==> config.mk <==
export PLATFORM = sky130hd
export DESIGN_NAME = icache_fetch
export DESIGN_NICKNAME = d
export VERILOG_FILES = /design/src/rtl/icache_fetch.sv
export SDC_FILE = /design/constraint.sdc
export NUM_CORES = 2
export LEC_CHECK = 0
export ABC_AREA = 1
export BUFFER_PORTS_ARGS = -buffer_cell sky130_fd_sc_hd__buf_2
export CAP_MARGIN = 20
export CORE_ASPECT_RATIO = 0.8
export CORE_MARGIN = 5
export CORE_UTILIZATION = 30
export CTS_CLUSTER_DIAMETER = 100
export DETAILED_ROUTE_END_ITERATION = 7
export SETUP_SLACK_MARGIN = 0.2
export SLEW_MARGIN = 20
export SYNTH_ARGS = -nofsm -noshare
export SYNTH_HDL_FRONTEND = slang
export SYNTH_SLANG_ARGS = --single-unit
==> constraint.sdc <==
create_clock -name clk -period 6.1 [get_ports clk]
set_clock_uncertainty 0.05 [all_clocks]
set_input_delay 0 -clock clk [delete_from_list [all_inputs] [get_ports clk]]
set_output_delay 0 -clock clk [all_outputs]
set_load 0.02 [all_outputs]
==> src/rtl/icache_fetch.sv <==
// Direct-mapped, one-word-per-line instruction cache feeding the IF stage.
// Optional hit/miss statistics counters are enabled by defining ICACHE_STAT_EN.
module icache_fetch #(
  parameter int INDEX_BITS = 6,
  parameter int ADDR_WIDTH = 32
) (
  input  logic                  clk,
  input  logic                  rst,
  input  logic                  rdy,
  input  logic                  pc_valid,
  input  logic [ADDR_WIDTH-1:0] pc,
  input  logic                  flush,
  output logic                  IC_Instr_valid,
  output logic [31:0]           IC_Instr,
  output logic                  busy,
  output logic                  mem_req,
  output logic [ADDR_WIDTH-1:0] mem_addr,
  input  logic                  mem_valid,
  input  logic [31:0]           mem_data
`ifdef ICACHE_STAT_EN
  ,
  output logic [31:0]           hit_cnt,
  output logic [31:0]           miss_cnt
`endif
);

  localparam int LINES    = 1 << INDEX_BITS;
  localparam int TAG_BITS = ADDR_WIDTH - INDEX_BITS - 2;

  typedef enum logic [1:0] {IDLE, MISS, DROP} state_e;

  state_e                  state_q, state_d;
  logic                    instr_valid_q, instr_valid_d;
  logic [31:0]             instr_q, instr_d;
  logic                    mem_req_q, mem_req_d;
  logic [ADDR_WIDTH-1:0]   mem_addr_q, mem_addr_d;
  logic                    busy_q, busy_d;
  logic                    fill_en;

  logic [LINES-1:0]        valid_q;
  logic [TAG_BITS-1:0]     tag_mem  [LINES];
  logic [31:0]             data_mem [LINES];

  logic [INDEX_BITS-1:0]   pc_idx, fill_idx;
  logic [TAG_BITS-1:0]     pc_tag, fill_tag;
  logic                    hit;
  logic                    unused_pc_bits;

  assign pc_idx         = pc[INDEX_BITS+1:2];
  assign pc_tag         = pc[ADDR_WIDTH-1:INDEX_BITS+2];
  assign fill_idx       = mem_addr_q[INDEX_BITS+1:2];
  assign fill_tag       = mem_addr_q[ADDR_WIDTH-1:INDEX_BITS+2];
  assign hit            = valid_q[pc_idx] && (tag_mem[pc_idx] == pc_tag);
  assign unused_pc_bits = ^pc[1:0];

  always_comb begin
    state_d       = state_q;
    instr_valid_d = 1'b0;
    instr_d       = instr_q;
    mem_req_d     = mem_req_q;
    mem_addr_d    = mem_addr_q;
    busy_d        = busy_q;
    fill_en       = 1'b0;
    case (state_q)
      IDLE: begin
        if (!flush && pc_valid) begin
          if (hit) begin
            instr_valid_d = 1'b1;
            instr_d       = data_mem[pc_idx];
          end else begin
            mem_req_d  = 1'b1;
            mem_addr_d = {pc[ADDR_WIDTH-1:2], 2'b00};
            busy_d     = 1'b1;
            state_d    = MISS;
          end
        end
      end
      MISS: begin
        // The returning word always fills the line; flush only hides delivery.
        if (mem_valid) begin
          fill_en   = 1'b1;
          mem_req_d = 1'b0;
          busy_d    = 1'b0;
          state_d   = IDLE;
          if (!flush) begin
            instr_valid_d = 1'b1;
            instr_d       = mem_data;
          end
        end else if (flush) begin
          mem_req_d = 1'b0;
          state_d   = DROP;
        end
      end
      DROP: begin
        if (mem_valid) begin
          fill_en = 1'b1;
          busy_d  = 1'b0;
          state_d = IDLE;
        end
      end
      default: state_d = IDLE;
    endcase
  end

  always_ff @(posedge clk or negedge rst) begin
    if (!rst) begin
      state_q       <= IDLE;
      instr_valid_q <= 1'b0;
      instr_q       <= '0;
      mem_req_q     <= 1'b0;
      mem_addr_q    <= '0;
      busy_q        <= 1'b0;
      valid_q       <= '0;
    end else if (rdy) begin
      state_q       <= state_d;
      instr_valid_q <= instr_valid_d;
      instr_q       <= instr_d;
      mem_req_q     <= mem_req_d;
      mem_addr_q    <= mem_addr_d;
      busy_q        <= busy_d;
      if (fill_en) valid_q[fill_idx] <= 1'b1;
    end
  end

  always_ff @(posedge clk) begin
    if (rdy && fill_en) begin
      tag_mem[fill_idx]  <= fill_tag;
      data_mem[fill_idx] <= mem_data;
    end
  end

  assign IC_Instr_valid = instr_valid_q;
  assign IC_Instr       = instr_q;
  assign mem_req        = mem_req_q;
  assign mem_addr       = mem_addr_q;
  assign busy           = busy_q;

`ifdef ICACHE_STAT_EN
  logic        hit_acc, miss_acc;
  logic [31:0] hit_cnt_q, miss_cnt_q;

  assign hit_acc  = (state_q == IDLE) && !flush && pc_valid && hit;
  assign miss_acc = (state_q == IDLE) && !flush && pc_valid && !hit;

  always_ff @(posedge clk or negedge rst) begin
    if (!rst) begin
      hit_cnt_q  <= '0;
      miss_cnt_q <= '0;
    end else if (rdy) begin
      if (hit_acc)  hit_cnt_q  <= hit_cnt_q + 32'd1;
      if (miss_acc) miss_cnt_q <= miss_cnt_q + 32'd1;
    end
  end

  assign hit_cnt  = hit_cnt_q;
  assign miss_cnt = miss_cnt_q;
`endif

endmodule

* After elaboration in Yosys (flattened, before gate mapping)
Memories as Yosys holds them, arrays and structs flattened.
Cells that the tools add are included.
** Storage, ports and cells
- Memories :: 2
- Bits in registers :: 131
- Word-level logic and storage cells :: 71
- Memory bits (writable) :: 3584
** Operators by class
- Equal/unequal tests :: 11
- Reductions and logical operators :: 15
- Magnitude comparators :: 3
- Bitwise logic cells :: 2
- Multiplexer cells :: 31
** Memories
- data_mem :: depth 64, width 32, rd ports 1, clocked after memory_dff 0, wr ports 1, RTL line 42 : logic [31:0] data_mem [LINES];
- tag_mem :: depth 64, width 24, rd ports 1, clocked after memory_dff 0, wr ports 1, RTL line 41 : logic [TAG_BITS-1:0] tag_mem [LINES];
** Operators by type and width (count)
- 2-to-1 mux 32 bit :: 4
- bitwise OR 64 bit :: 1
- one-hot mux 32 bit (2 select lines) :: 1
- == test 24 bit :: 1
- 2-to-1 mux 1 bit :: 15
- AND reduction 5 bit :: 3
- < comparator 6 x 7 -> 1 bit, second input constant :: 2
- != test 2 bit, second input constant :: 6
- 2-to-1 mux 2 bit :: 5
- binary-select mux 1 bit (select 6 bit) :: 1
- demux 1 bit (select 6 bit) :: 1
- >= comparator 6 x 1 -> 1 bit, second input constant :: 1
- one-hot mux 1 bit (2 select lines) :: 3
- one-hot mux 2 bit (3 select lines) :: 1
- AND reduction 6 bit :: 1
- logical AND 1 bit :: 4
- AND reduction 4 bit :: 1
- nonzero test 2 bit :: 2
- != test 3 bit, second input constant :: 1
- == test 2 x 1 -> 1 bit, second input constant :: 1
- == test 2 bit, second input constant :: 1
- logical NOT 2 bit :: 1
- != test 2 x 1 -> 1 bit, second input constant :: 1
- AND reduction 2 bit :: 1
- other kinds (3) :: 3

* Logic depth before layout (Yosys ltp)
- Depth in word-level cells :: 6
- Gate-level depth with buffers :: 25
- Gate-level depth less buffers :: 21

* Worst setup path after synthesis
OpenSTA, ideal clock, no wires.
- Kind :: flip-flop to flip-flop
- Start :: register state_q[0]
- End :: memory data_mem[0][0] (enable)
- Data arrival time :: 3714 ps
- Buffers on the path :: 0
- Stages on the path, launching flop included :: 9
- Setup time :: 471 ps
- Slack :: 1865 ps
- Clock period less this slack :: 4235 ps
- Path through :: dfrtp_1 > inv_1 > ha_1 > inv_1 > nor3_1 > inv_1 > nor2_1 > nand2_1 > nor2_1
** Between the ends
- Longest elaborated chain between the ends :: 6
** Ends and longest elaborated chain
- start: declaration :: RTL line 32 : state_e state_q, state_d;
- start signal: assignment :: RTL line 115 : state_q <= state_d;
- == test 2 bit or == test 2 x 1 -> 1 bit (tied branches) :: RTL line 64 : case (state_q)
- OR reduction 2 bit (no line) *
- 2-to-1 mux 1 bit *
- logical AND 1 bit * :: RTL line 126 : if (rdy && fill_en) begin
- 2-to-1 mux 1 bit * :: RTL line 126
- 2-to-1 mux 1 bit (implied by the code) * :: RTL line 128 : data_mem[fill_idx] <= mem_data;
- end: declaration :: RTL line 42
Every way passes the cells marked *; elsewhere a longest branch is shown, timed or not.

* Final worst setup path
- Start :: input pc[4]
- End :: register state_q[0]
** Between the ends
- Longest elaborated chain between the ends :: 5
** Ends and longest elaborated chain
- start: declaration :: RTL line 11 : input logic [ADDR_WIDTH-1:0] pc,
- memory (64 x 24 bit) or binary-select mux 1 bit (select 6 bit) (tied branches)
- == test 24 bit or 2-to-1 mux 1 bit (tied branches) :: RTL line 53 : assign hit = valid_q[pc_idx] && (tag_mem[pc_idx] == pc_tag);
- logical AND 1 bit * :: RTL line 53
- != test 2 bit (no line) *
- AND reduction 5 bit (no line) *
Every way passes the cells marked *; elsewhere a longest branch is shown, timed or not. The select of a mux whose other input is x is not followed.
A chain may end at the register's enable or synchronous reset.

==> run summary <==
The flow ran to the end, and the final reports show no timing, DRC or antenna violations. The detail route stage leaves a number of antenna-violating nets equal to 0. The startpoint class of the critical path was a primary input. Setup repair after global routing left no endpoint under its margin.

No sink is reached through more buffers than the 4 on the longest clock path. The category of cells accounting for the largest share of critical-path delay was buffers and inverters. The worst register-to-register path has a setup slack of 1760 ps.

Leaving out fill and tap cells, the most frequent cell in the layout is edfxtp_1. Walking the worst path, the cells encountered are dlygate4sd3_1 > buf_8 > inv_8 > buf_4 > nand3_1 > nand3_1 > nand3_1 > nand3_1 > nand3_1 > nand2_1 > nand2_1 > nor2_1 > nand3_1 > o21bai_1 > nand2_1 > nand3_1 > dlygate4sd3_1 > nand2_1 > dlygate4sd3_1. The height of the die is 637 um, and the width of the die is 793 um. Using the TritonRoute via totals, the vias-per-cell ratio works out to 5.33. The logs give 11.7k for the final layout net count and 3715 for the clock sink count.

The clock period minus worst slack is 5020 ps. Leaving out fill and tap cells, the most frequent cells in the layout are edfxtp_1 (3584), nand2_1 (1914), nand3_1 (1662). After detailed routing, the average wire length per cell comes to 25.2 um. Setup total negative slack on the finished layout was measured at 0 ps. Hold repair after CTS inserted 91 buffers. For the pin count of the biggest net entering global routing, the log shows 205. The tool flagged a number of max-cap violations equal to 0.

Across all layers, the routed design uses 98.0k vias. The number of global-route vias before repair was 88.4k; the maximum clock rate was 0.199 GHz. The logs give 0 for the leftover overflow at the end of global routing and 34.1% for the final design utilization. Of all nets on the critical path, the largest fanout is 99. The average instance in the mapped netlist occupies 12.7 sq um.

The clock reaches the later pin of the worst-skew pair after 920 ps. The number of buffers created by CTS is 328, and the worst path buffer plus inverter count is 6. The tools report the final count of hold timing violations as 0.

The tools report the number of antenna violations at the first check in global routing as 28. The post-route netlist has 8.55% of its cells at a drive strength greater than 1. Global routing used 17.6% of the available tracks. The first global-routing pass estimated 657000 um of wire.

Row generation in the floorplan step produced 230 rows. For the relative max-transition margin, the log shows 14.6%. Summing every instance area after synthesis gives 147000 sq um.

edfxtp_1 takes more of the synthesized area than any other cell. Setup violations remaining at the end of the flow were counted as 0. The detailed router finished its first iteration with 13.5k violations.

The worst hold-check path type is primary input to register. Sorting the synthesized cells by area gives the leading types as edfxtp_1 (73%), nand3_1 (5.7%), nand2_1 (4.9%), o21ai_0 (4.4%), nor2_1 (3.6%). The synthesized design contains 3715 register bits. The leakage power of the design is 55.1 nW. The cell sitting at the root of the clock tree is a clkbuf_16. The tools report the count of synthesis-stage warnings from yosys as 0.

STA classifies the critical path endpoint as a register. At the worst endpoint, the arrival time is 5730 ps. The total length of routed wires is 464000 um, and the share of the cycle needed by the critical path after routing is 82.3%. Clock-pin slew was measured on the worst setup and hold paths at 70 ps.

The critical path is of the primary input to register type. At the end of routability-driven placement, the weighted congestion stood at 0.796. The H-tree generated during clock tree synthesis spans 5 levels.

Across the VDD grid, the largest voltage drop is 0.000267 V. Once the clock tree was built, the setup fixing pass inserted 0 buffers. In the routed design, unresolved DRC markers number 0. The die footprint is 505000 sq um, and the count of pins on the block boundary is 137. The number of gates resized after CTS is 0. The area share of the leading cell type in the synthesized netlist came out at 73.1%.

Number of different library cells in the post-synthesis netlist: 38. The count of input and output buffers was 132. Critical-path cell with the highest stage delay: inv_8. Summing the sequential cell areas from Yosys gives 75.3% of the chip area.

At the pin with the least slew margin, the transition time is 1280 ps. The power per standard cell area was 344 nW/um^2. For the estimated wirelength of the detail-placed design, the log shows 230000 um. The number of pins exceeding their max-slew limit in the final report is 0, and the core area is 490000 sq um. For this run, the slowest stage of the critical path takes 730 ps. For the number of instances in the synthesized netlist, the log shows 11.6k.

TritonCTS built the clock tree. The first-pass iteration count of the detailed router is 8. The synthesis-to-finish area growth is 13.6%. The most numerous cell type found on the critical path is nand3_1.

The logs give 6810 ps for the data required time of the worst path and 30.1% for the effective utilization at floorplan.
-- stage by stage --
stage | worst slack [ps] | area (sq um) | hold slack [ps] | total power (W) | instances
after global placement | 1150 | 156000 | 0.968 | 0.0371 | 17700
after floorplan | 1860 | 147000 | -346 | 0.0343 | 11600
after global routing | 925 | 167000 | 32.7 | 0.0593 | 18400
after CTS | 1280 | 167000 | 1.61 | 0.0576 | 18400
final | 1080 | 167000 | 41.3 | 0.0574 | 18400
after detailed placement | 1140 | 156000 | 3.82 | 0.0372 | 17700
-- power by group --
group          internal, W  switching (W)
logic              0.00129        0.00422
registers           0.0301        0.00123
clock network       0.0112        0.00935
-- state kept, by name (all words and copies together) (netlist names) --
register	count
IC_Instr	32
mem_req	1
mem_addr	30
busy	1
data_mem	2048
IC_Instr_valid	1
state_q	2
valid_q	64
tag_mem	1536
-- routing by layer --
| layer | vias to the layer above | share of wire (%) | GRT usage, % | routed length (um) |
|---|---|---|---|---|
| li1 | 42500 | - | - | - |
| met1 | 49400 | 42 | 26.0 | 197000 |
| met2 | 5335 | 43 | 25.9 | 200000 |
| met3 | 751 | 11 | 3.75 | 52000 |
| met4 | 12 | 3.2 | 5.26 | 14700 |
| met5 | - | 0.015 | 0 | 71 |
-- final timing paths --
path / startpoint / endpoint / cells after the start
min in group asynchronous: rst / mem_addr[26] / 4
max in group asynchronous: rst / IC_Instr[28] / 4
worst max-delay path: pc[4] / state_q[0] / 19
worst min-delay path: pc[21] / mem_addr[21] / 4
worst max register to register: tag_mem[39][22] / state_q[0] / 18
worst min register to register: valid_q[9] / valid_q[9] / 1
-- worst reg2reg max path, cell delays in order, from the launching register on --
cell and delay (ps):
edfxtp_1 350, nand2_1 70, nand3_1 110, nand3_1 150, nand3_1 120, nand3_1 190
nand3_1 440, nand3_1 290, nand2_1 80, nor2_1 100, nand2_1 50, nor2_1 170
nand2_1 320, o21bai_1 240, nand2_1 180, nand3_1 130, dlygate4sd3_1 570, nand2_1 50
dlygate4sd3_1 550
-- logic make-up after synthesis --
family	count (synthesis)	synth area share [%]
AND/OR/NAND/NOR	5046	14.4
buffers and inverters	874	2.67
multiplexers	2	0.0153
other	1	0.00255
XOR/XNOR	1	0.00595
adder cells (fa/ha/maj)	3	0.0255
AO/OA/AOI/OAI	1978	7.53
flip-flops	3715	75.3
-- synthesized netlist by cell type --
cell type,instances
o311ai_1,3
inv_4,1
clkinv_1,1
mux2_2,2
o311ai_0,6
nand2_1,1914
a21oi_1,12
buf_6,7
nand3_2,1
a2111oi_0,1
dfrtp_1,131
buf_2,358
buf_4,39
o21ai_0,1281
nand3b_1,1
edfxtp_1,3584
or2_2,64
nand2_2,2
o211ai_1,35
a31oi_1,23
o21bai_1,6
nor2_1,1396
nand3_1,1662
a211oi_1,1
conb_1,1
o22ai_1,504
o32ai_1,15
nand4_1,2
o31ai_1,2
xor2_1,1
inv_1,48
o221ai_1,87
buf_1,52
nor3_1,4
inv_2,3
ha_1,3
clkbuf_1,365
o21ai_1,2
-- cell type report --
type | instances | area [sq um]
inverter | 53 | 248
multi-input combinational | 7032 | 32900
antenna | 12 | 30.0
fill | 47700 | 323000
clock buffer | 431 | 8970
sequential | 3715 | 111000
clock inverter | 158 | 1310
tap | 6496 | 8130
timing repair buffer | 499 | 4660
No activity file was read; power rests on OpenSTA's default activity.
